File: config.mk
export PLATFORM = sky130hd
export DESIGN_NAME = ysyx_220053_lsu
export DESIGN_NICKNAME = d
export VERILOG_FILES = /design/src/rtl/ysyx_220053_pkg.sv /design/src/rtl/ysyx_220053_lsu_align.sv /design/src/rtl/ysyx_220053_lsu.sv
export SDC_FILE = /design/constraint.sdc
export NUM_CORES = 1
export LEC_CHECK = 0
export ABC_CLOCK_PERIOD_IN_PS = 2600
export CAP_MARGIN = 20
export CORE_MARGIN = 5
export CORE_UTILIZATION = 49
export CTS_CLUSTER_DIAMETER = 80
export DETAILED_ROUTE_END_ITERATION = 12
export GPL_ROUTABILITY_DRIVEN = 0
export PLACE_DENSITY = 0.86
export SLEW_MARGIN = 30
export SYNTH_ARGS = -nofsm -noshare
export SYNTH_HDL_FRONTEND = slang
export SYNTH_SLANG_ARGS = --single-unit
File: constraint.sdc
create_clock -name clk -period 2.6 [get_ports clk]
set_input_delay 0.52 -clock clk [delete_from_list [all_inputs] [get_ports clk]]
set_output_delay 0.52 -clock clk [all_outputs]
set_load 0.01 [all_outputs]
File: src/rtl/ysyx_220053_pkg.sv
// Shared types and constants for the M-stage load/store unit.
// MemOp encodings, FSM state enum and byte-strobe size masks.
package ysyx_220053_pkg;

    typedef enum logic [2:0] {
        MEM_B  = 3'b000,
        MEM_H  = 3'b001,
        MEM_W  = 3'b010,
        MEM_D  = 3'b011,
        MEM_BU = 3'b100,
        MEM_HU = 3'b101,
        MEM_WU = 3'b110
    } mem_op_e;

    typedef enum logic [1:0] {
        LSU_IDLE = 2'd0,
        LSU_REQ  = 2'd1,
        LSU_WAIT = 2'd2,
        LSU_DONE = 2'd3
    } lsu_state_e;

    localparam logic [7:0] MASK_B = 8'h01;
    localparam logic [7:0] MASK_H = 8'h03;
    localparam logic [7:0] MASK_W = 8'h0F;
    localparam logic [7:0] MASK_D = 8'hFF;

    localparam logic ERR_MISALIGN = 1'b0;
    localparam logic ERR_TIMEOUT  = 1'b1;

    function automatic logic [7:0] size_mask(input mem_op_e op);
        case (op)
            MEM_B, MEM_BU: size_mask = MASK_B;
            MEM_H, MEM_HU: size_mask = MASK_H;
            MEM_W, MEM_WU: size_mask = MASK_W;
            default:       size_mask = MASK_D;
        endcase
    endfunction

endpackage

File: src/rtl/ysyx_220053_lsu_align.sv
// Byte-lane steering: store strobes/data and misalignment from live inputs,
// load extraction and extension from the latched op/offset.
module ysyx_220053_lsu_align
    import ysyx_220053_pkg::*;
(
    input  mem_op_e     st_op,
    input  logic [2:0]  st_addr_lo,
    input  logic [63:0] st_wdata,
    output logic [7:0]  st_wmask,
    output logic [63:0] st_wdata_sh,
    output logic        st_misaligned,
    input  mem_op_e     ld_op,
    input  logic [2:0]  ld_addr_lo,
    input  logic [63:0] ld_rdata,
    output logic [63:0] ld_result
);

    logic [63:0] ld_raw;

    always_comb begin
        st_wmask    = size_mask(st_op) << st_addr_lo;
        st_wdata_sh = st_wdata << {st_addr_lo, 3'b000};
        case (st_op)
            MEM_H, MEM_HU: st_misaligned = st_addr_lo[0];
            MEM_W, MEM_WU: st_misaligned = |st_addr_lo[1:0];
            MEM_D:         st_misaligned = |st_addr_lo;
            default:       st_misaligned = 1'b0;
        endcase
    end

    always_comb begin
        ld_raw = ld_rdata >> {ld_addr_lo, 3'b000};
        case (ld_op)
            MEM_B:   ld_result = {{56{ld_raw[7]}},  ld_raw[7:0]};
            MEM_H:   ld_result = {{48{ld_raw[15]}}, ld_raw[15:0]};
            MEM_W:   ld_result = {{32{ld_raw[31]}}, ld_raw[31:0]};
            MEM_BU:  ld_result = {56'd0, ld_raw[7:0]};
            MEM_HU:  ld_result = {48'd0, ld_raw[15:0]};
            MEM_WU:  ld_result = {32'd0, ld_raw[31:0]};
            default: ld_result = ld_raw;
        endcase
    end

endmodule

File: src/rtl/ysyx_220053_lsu.sv
// M-stage load/store unit: stalls the pipeline while one bus access runs,
// then pulses done with the extended load result or an abort cause.
//
// state | meaning
// IDLE  | no access; a memory instruction starts here (block raised same cycle)
// REQ   | mem_req_valid held with latched fields until mem_req_ready
// WAIT  | load accepted, waiting for mem_resp_valid
// DONE  | one-cycle done pulse, block released so stage registers advance
module ysyx_220053_lsu
    import ysyx_220053_pkg::*;
#(
    parameter int TIMEOUT = 255
) (
    input  logic        clk,
    input  logic        rst,
    input  logic        req_valid,
    input  logic        MemToReg,
    input  logic        MemWen,
    input  logic [2:0]  MemOp,
    input  logic [63:0] addr,
    input  logic [63:0] wdata,
    output logic        block,
    output logic        done,
    output logic [63:0] rdata,
    output logic        err,
    output logic        err_cause,
    output logic        mem_req_valid,
    input  logic        mem_req_ready,
    output logic        mem_we,
    output logic [63:0] mem_addr,
    output logic [63:0] mem_wdata,
    output logic [7:0]  mem_wmask,
    input  logic        mem_resp_valid,
    input  logic [63:0] mem_rdata
);

    localparam logic [31:0] TO_LAST = 32'(TIMEOUT - 1);

    lsu_state_e  state_q, state_d;
    mem_op_e     op_q, op_d;
    logic [63:0] addr_q, addr_d;
    logic [63:0] wdata_q, wdata_d;
    logic [7:0]  wmask_q, wmask_d;
    logic        we_q, we_d;
    logic        err_q, err_d;
    logic        err_cause_q, err_cause_d;
    logic [31:0] cnt_q, cnt_d;
    logic [63:0] rdata_raw_q, rdata_raw_d;

    logic        start;
    logic        timeout_hit;
    logic [7:0]  st_wmask;
    logic [63:0] st_wdata_sh;
    logic        st_misaligned;
    logic [63:0] ld_result;

    assign start       = req_valid & (MemToReg | MemWen);
    assign timeout_hit = (cnt_q >= TO_LAST);

    ysyx_220053_lsu_align u_align (
        .st_op         (mem_op_e'(MemOp)),
        .st_addr_lo    (addr[2:0]),
        .st_wdata      (wdata),
        .st_wmask      (st_wmask),
        .st_wdata_sh   (st_wdata_sh),
        .st_misaligned (st_misaligned),
        .ld_op         (op_q),
        .ld_addr_lo    (addr_q[2:0]),
        .ld_rdata      (rdata_raw_q),
        .ld_result     (ld_result)
    );

    always_ff @(posedge clk or negedge rst) begin
        if (!rst) begin
            state_q <= LSU_IDLE;
        end else begin
            state_q <= state_d;
        end
    end

    always_comb begin
        state_d = state_q;
        case (state_q)
            LSU_IDLE: if (start) state_d = st_misaligned ? LSU_DONE : LSU_REQ;
            LSU_REQ: begin
                if (mem_req_ready)    state_d = we_q ? LSU_DONE : LSU_WAIT;
                else if (timeout_hit) state_d = LSU_DONE;
            end
            LSU_WAIT: if (mem_resp_valid || timeout_hit) state_d = LSU_DONE;
            default:  state_d = LSU_IDLE;
        endcase
    end

    always_comb begin
        block         = rst & (((state_q == LSU_IDLE) & start) |
                               (state_q == LSU_REQ) | (state_q == LSU_WAIT));
        done          = (state_q == LSU_DONE);
        err           = done & err_q;
        err_cause     = done & err_cause_q;
        rdata         = (done & ~err_q & ~we_q) ? ld_result : 64'd0;
        mem_req_valid = (state_q == LSU_REQ);
        mem_we        = we_q;
        mem_addr      = {addr_q[63:3], 3'b000};
        mem_wdata     = wdata_q;
        mem_wmask     = wmask_q;
    end

    // Datapath latches; a response arriving on the last counted cycle still wins over timeout.
    always_comb begin
        op_d        = op_q;
        addr_d      = addr_q;
        wdata_d     = wdata_q;
        wmask_d     = wmask_q;
        we_d        = we_q;
        err_d       = err_q;
        err_cause_d = err_cause_q;
        cnt_d       = cnt_q;
        rdata_raw_d = rdata_raw_q;
        case (state_q)
            LSU_IDLE: begin
                if (start) begin
                    op_d        = mem_op_e'(MemOp);
                    addr_d      = addr;
                    we_d        = MemWen;
                    wmask_d     = MemWen ? st_wmask : 8'd0;
                    wdata_d     = MemWen ? st_wdata_sh : 64'd0;
                    err_d       = st_misaligned;
                    err_cause_d = ERR_MISALIGN;
                    cnt_d       = 32'd0;
                    rdata_raw_d = 64'd0;
                end
            end
            LSU_REQ: begin
                cnt_d = cnt_q + 32'd1;
                if (!mem_req_ready && timeout_hit) begin
                    err_d       = 1'b1;
                    err_cause_d = ERR_TIMEOUT;
                end
            end
            LSU_WAIT: begin
                cnt_d = cnt_q + 32'd1;
                if (mem_resp_valid) begin
                    rdata_raw_d = mem_rdata;
                end else if (timeout_hit) begin
                    err_d       = 1'b1;
                    err_cause_d = ERR_TIMEOUT;
                end
            end
            default: ;
        endcase
    end

    always_ff @(posedge clk or negedge rst) begin
        if (!rst) begin
            op_q        <= MEM_B;
            addr_q      <= 64'd0;
            wdata_q     <= 64'd0;
            wmask_q     <= 8'd0;
            we_q        <= 1'b0;
            err_q       <= 1'b0;
            err_cause_q <= 1'b0;
            cnt_q       <= 32'd0;
            rdata_raw_q <= 64'd0;
        end else begin
            op_q        <= op_d;
            addr_q      <= addr_d;
            wdata_q     <= wdata_d;
            wmask_q     <= wmask_d;
            we_q        <= we_d;
            err_q       <= err_d;
            err_cause_q <= err_cause_d;
            cnt_q       <= cnt_d;
            rdata_raw_q <= rdata_raw_d;
        end
    end

endmodule

==> impl_results.md, run 1 <==
* 1st-iter DRT viols at roughly 1.6k
* WP data arrival at 2730 ps
* Max_cap viols at 0
* Slew headroom at ~42%
* R2R Setup Slk at between 200 and 250 ps
* Effective utilization at floorplan at between 40 and 50%
* Final Cycle Share at 125%
* Simple-gate area share of the yosys netlist at 20.0%
* Synth top area cells: dfrtp_1 (43%), nand2_1 (11%), mux4_2 (7.4%)
* DP HPWL at roughly 37 mm
* Crit. End Element: primary output
* Seq/Total Area, Yosys at between 40 and 50%
* Post-route setup slack at -655 ps
* Mux cell area share after synthesis at 14.0%
* Residual overflow from global routing at 0
* Max clock buf depth at 3
* Ys async rst share at between 90% and 100%
* Placed insts at 2331
* Clock latency on the worst-skew pair at between 500 and 600 ps
* Final antenna-violating net count at 0
* Clock root buffer master: clkbuf_16
* Gate count of the mapped netlist at roughly 1.6k
* Unrepaired setup endpoints after global routing: true
* R2R cell count at 8
* TritonCTS buffer count at 26
* Area Overhead vs Synth at 46.1%
* Final wirelength at approximately 56 mm
* Post-Layout Cell Count at approximately 2.4k
* Outcome: finished with violations
* WL/cell at about 23 µm
* Row count at 62
* Syn Area/Cell at slightly below 9 µm²
* HP Class: input pin to asynchronous set/reset pin
* Core Area at 28500 µm²
* PD cells at approximately 1000 nW/µm²
* Initial antenna violation count at 2
* CTS tree: built
* First-pass GRT wire length at 81.0 mm
* Vias/cell at 6.08
* Die X at between 150 and 200 µm
* Yosys top cell area share at about 43%
* Critical R2R Capture: cnt_q[29]$_DFFE_PN0P_
* DRC viols at 0
* Via count at 14.7k
* Chip Height at between 150 and 200 µm
* Peak VDD IR at just over 0.6 mV
* Final setup viols at between 60 and 70
* Largest family of logic cells by synthesized area: simple AND/OR/NAND/NOR gates
* Adder-cell share of the synthesized area at less than 1%
* Post-synth EDFFs at 0
* Yosys cell types at 60
* Slew Viols, Final at 0
* Fin Clk Skew at about 10 ps
* Synthesized area at between 10000 and 15000 µm²
* YS warnings at 0
* Worst r2r src: state_q[0]$_DFFE_PN0P_
* Pin count of the biggest net entering global routing at 174
* Post-CTS Hold Buffers at 0
* Final net count at roughly 2.2k
* Leak at a little over 9 nW
* CP startpoint kind: register
* Number of global-route vias before repair at roughly 15k
* Required time worst endpoint at between 2000 and 2500 ps
* Finished Core Util at roughly 70%
* Failing checks: negative setup slack
* Commonest cells in the netlist: nand2_1 (430), dfrtp_1 (240), o21ai_0 (149)
* Synth Area in Compound Gates at approximately 14%
* CTS sink count at 240
* Top-count cell post-synth: nand2_1
* Pre-CTS WS at -380 ps
* Hold Fails Final Rpt at 0
* Crit path from: addr_q[1]$_DFFE_PN0P_
* CP Class: register to primary output
* Yosys reg bits at 240
* Post-Synth XOR/XNOR Area at 1.30%
* TritonRoute pass-1 iters at 8
* Port Buffer Count at just over 400
* Die ar. at around 32000 µm²
* Worst slew pin tran at ~870 ps
* Cell taking the most area after synthesis: dfrtp_1
* Crit-path max FO at 8
* Main synth FF type: dfrtp_1
* Clock transition at path regs at ~60 ps
* FMAX at 307 MHz
* All-Layer GR Usage at around 30%
* Post-layout min period at between 3000 and 4000 ps
* Share of layout cells above drive strength 1 at 23.5%
* I/O Pins at roughly 410
* H-tree Lvls at 1
layer usage:
metal | wire, µm | part of all wire, % | track usage, %
met1 | 19100 | 34 | 36.2
met2 | 25600 | 46 | 51.1
met3 | 6280 | 11 | 8.43
met4 | 4530 | 8.2 | 17.3
met5 | 13 | 0.023 | 0
cells in the final DEF (no fill, tap or decap), types with 7 or more instances in the layout:
master           instances
nand2_1                426
clkdlybuf4s50_1        335
dfrtp_1                237
o21ai_0                136
buf_4                  134
nor2_1                  95
buf_2                   51
mux2i_1                 47
mux4_2                  46
a21oi_1                 45
buf_6                   35
a22o_1                  26
clkbuf_16               26
mux2_2                  25
a21oi_2                 23
xnor2_1                 21
nor4_1                  20
a211oi_1                19
buf_12                  16
inv_1                   14
nor3_1                  13
nor2_4                  12
mux2_4                  11
and2_4                  10
nor2b_1                 10
a22oi_1                 10
nand3_1                 10
and3_1                   9
o31a_1                   9
nor2_2                   8
a31oi_1                  8
or3_1                    7
clkbuf_8                 7
clkbuf_1                 7
flip-flops by register name (all words and copies together) (netlist names):
name / count
mem_wdata: 64
mem_wmask: 8
rdata_raw_q: 64
cnt_q: 32
op_q: 3
mem_we: 1
err_q: 1
addr_q: 64
err_cause_q: 1
state_q: 2
worst max-delay path, cell delays in order (launching register included):
cell,delay [ps]
dfrtp_2,490
buf_6,170
buf_12,150
buf_12,140
buf_6,130
mux2_4,300
mux2i_1,200
nor2_1,110
o21ai_1,170
buf_4,150
a21oi_2,50
buf_2,160
stage by stage:
step                      cell area [µm²]  total power (W)  hold slack (ps)  TNS (ps)
after detailed placement            18800           0.0150              462    -17540
after global routing                20600           0.0214             55.0    -39180
after global placement              18800           0.0147              455    -13720
final                               20600           0.0205             20.3    -34050
after floorplan                     14100           0.0109              224         0
after CTS                           20200           0.0195              232    -29440
worst max-delay path by stage:
stage          cells after the start   endpoint
6_report                          11  rdata[25]
5_1_grt                           10  rdata[44]
4_1_cts                           11  rdata[50]
3_5_place_dp                       8  rdata[61]
3_3_place_gp                       5  rdata[15]
2_1_floorplan                      7  rdata[34]
final cells by class:
| cell class | instances | area [µm²] |
|---|---|---|
| Clock inverter | 5 | 40.0 |
| Multi-Input combinational cell | 1155 | 7710 |
| Inverter | 16 | 62.6 |
| Tap cell | 384 | 480 |
| Timing Repair Buffer | 580 | 5510 |
| Sequential cell | 240 | 6010 |
| Fill cell | 1881 | 7960 |
| Clock buffer | 40 | 773 |
| Antenna cell | 1 | 2.50 |
kinds of logic after synthesis:
family          after synthesis
fa+ha+maj                     6
compound gates              330
xor+xnor                     21
mux                         135
flops                       240
buf+inv                     202
other cells                   1
simple gates                660
repair_timing:
item / CTS / global route
endpoints found under the setup margin: 65 / 65
gates cloned: 4 / 0
pin swaps: 28 / 31
buffers inserted: 31 / 14
gates resized for setup: 395 / 72
power breakdown:
part	internal, W	leakage, nW	switching (W)
clock network	0.00204	0.402	0.00147
logic	0.00525	5.58	0.00588
registers	0.00491	3.17	0.000934
total	0.0122	9.16	0.00829
Power figures use the tool's default switching activity.
==> inputs of run 2 (changes only) <==
CTS_BUF_LIST = sky130_fd_sc_hd__clkbuf_16   (was default)
==> run 2 against run 1 <==
  * First-iteration DRC count is 18% higher
  * Total power is 0.27% higher
  * Clock power is 6.3% lower
  * Routed wire length is 2.5% higher
  * Non-clock buffer count is 2 lower
  * Combinational power hardly changed
  * Setup slack better by 11 ps
  * Fmax is 0.34% higher
  * Clock skew is 4.7 ps higher
  * Critical path type unchanged
  * Highest routed layer unchanged
  * Largest cell class unchanged
  * Sequential cell count stayed put
  * The flow still finishes with violations (negative setup slack)
==> impl_results.md, run 2 (synthesis results as in run 1) <==
* Outcome: finished with violations
* Failing checks: negative setup slack
* Chip Height at about 180 µm
* Area Overhead vs Synth at 44.9%
* Max_cap viols at 0
* Final Cycle Share at 125%
* Unrepaired setup endpoints after global routing: true
* Via count at about 15k
* 1st-iter DRT viols at roughly 1.9k
* TritonRoute pass-1 iters at 8
* Slew headroom at 44.0%
* Critical Path, Cell by Cell: buf_12 -> buf_12 -> buf_12 -> mux4_2 -> and2_4 -> a31oi_4 -> nor2_1 -> o31a_1 -> buf_2
* H-tree Lvls at 1
* Commonest non-fill, non-tap cell in the layout: nand2_1
* Fin Clk Skew at roughly 15 ps
* Clock root buffer master: clkbuf_16
* Grt met1 use at a little under two fifths
* Final net count at 2225
* Post-CTS Hold Buffers at 0
* Finished Core Util at a little under three quarters
* Leak at approximately 9.1 nW
* GRT met2 Usage at 51.4%
* Cell family with most CP delay: buffers and inverters
* Crit. End Element: primary output
* Effective utilization at floorplan at ~49%
* Peak VDD IR at between 0.4 and 0.5 mV
* Share of layout cells above drive strength 1 at between 20% and 30%
* DP HPWL at 36.6 mm
* Post-route setup slack at -644 ps
* PD cells at ~1000 nW/µm²
* Most frequent cells in the layout: nand2_1 (422), clkdlybuf4s50_1 (334), dfrtp_1 (237), o21ai_0 (140), buf_4 (123)
* Final setup viols at 64
* CP Class: register to primary output
* Final wirelength at about 57 mm
* Port Buffer Count at 404
* Row count at 62
* Crit-path max FO at 6
* I/O Pins at between 400 and 500
* CTS tree: built
* Die ar. at roughly 32000 µm²
* CTS sink count at between 200 and 250
* Largest stage delay on the critical path at roughly 520 ps
* HP Class: input pin to asynchronous set/reset pin
* WP data arrival at ~2700 ps
* DRC viols at 0
* First-pass GRT wire length at just over 80 mm
* Max clock buf depth at 3
* WP buf/inv at 4
* Pin count of the biggest net entering global routing at 174
* Final antenna-violating net count at 0
* Vias/cell at 6.13
* Post-layout min period at around 3200 ps
* Number of global-route vias before repair at between 10k and 15k
* Required time worst endpoint at 2080 ps
* Critical path's slowest cell: mux4_2
* Die X at 180 µm
* Met3 Resource Use GR at 8.12%
* CP startpoint kind: register
* All-Layer GR Usage at between 30% and 40%
* Residual overflow from global routing at 0
* TritonCTS buffer count at 26
* Clock latency on the worst-skew pair at roughly 540 ps
* Hold WS at roughly 26 ps
* Clock transition at path regs at 60 ps
* WL/cell at ~24 µm
* Initial antenna violation count at 3
* Most used routing layer: met2
* Core Area at ~29000 µm²
* Cell mode on critical path: buf_12
* Hold Fails Final Rpt at 0
* Worst slew pin tran at roughly 840 ps
* Slew Viols, Final at 0
* FMAX at roughly 300 MHz
run 2: final cells by class:
| cell class | count | area, µm² |
|---|---|---|
| inverter | 16 | 60.1 |
| antenna | 2 | 5.00 |
| timing repair buffer | 578 | 5470 |
| clock inverter | 19 | 92.6 |
| tap | 384 | 480 |
| sequential | 240 | 6010 |
| fill | 1925 | 8120 |
| multi-input combinational | 1155 | 7660 |
| clock buffer | 26 | 651 |
run 2: path summary, 6_finish.rpt:
check / from / to / slack (ps) / cells past startpoint
worst max register to register: state_q[1]$_DFFE_PN0P_ / cnt_q[29]$_DFFE_PN0P_ / 220 / 8
worst max-delay path: addr_q[0]$_DFFE_PN0P_ / rdata[18] / -640 / 9
max in group asynchronous: rst / addr_q[42]$_DFFE_PN0P_ / 1760 / 3
min in group clk: mem_wmask[3]$_DFFE_PN0P_ / mem_wmask[3]$_DFFE_PN0P_ / 470 / 2
worst min-delay path: rst / err_q$_DFFE_PN0P_ / 30 / 2
worst min register to register: mem_wmask[3]$_DFFE_PN0P_ / mem_wmask[3]$_DFFE_PN0P_ / 470 / 2
run 2: report_power, final:
part	internal [W]	switching, W	total (W)
Sequential	0.00491	0.000939	0.00585
Clock	0.00180	0.00149	0.00329
Combinational	0.00540	0.00599	0.0114
run 2: timing repair:
action,CTS,global route
setup buffers,30,19
setup endpoints to repair,65,65
pin swaps,16,28
cloned,4,1
resized for setup,362,99
run 2: metrics by stage:
stage / TNS (ps) / worst slack (ps) / std cells / power, W / area, µm²
5_1_grt: -37140 / -699 / 2419 / 0.0214 / 20400
6_report: -32060 / -644 / 2420 / 0.0205 / 20400
3_5_place_dp: -17540 / -380 / 2331 / 0.0150 / 18800
4_1_cts: -27240 / -572 / 2407 / 0.0192 / 19900
2_1_floorplan: 0 / 144 / 1597 / 0.0109 / 14100
3_3_place_gp: -13720 / -328 / 2331 / 0.0147 / 18800
run 2: per-layer routing:
metal / share of wire, % / wire length [µm]
met1: 34 / 19400
met2: 46 / 26300
met3: 12 / 6660
met4: 8.1 / 4600
met5: 0.023 / 13
run 2: worst register-to-register path, delay by kind of cell (launching register included):
family	cells	cell delay (ps)
mux	1	130
fa+ha+maj	1	230
simple gates	3	1050
compound gates	1	180
buf+inv	2	260
flops	1	410
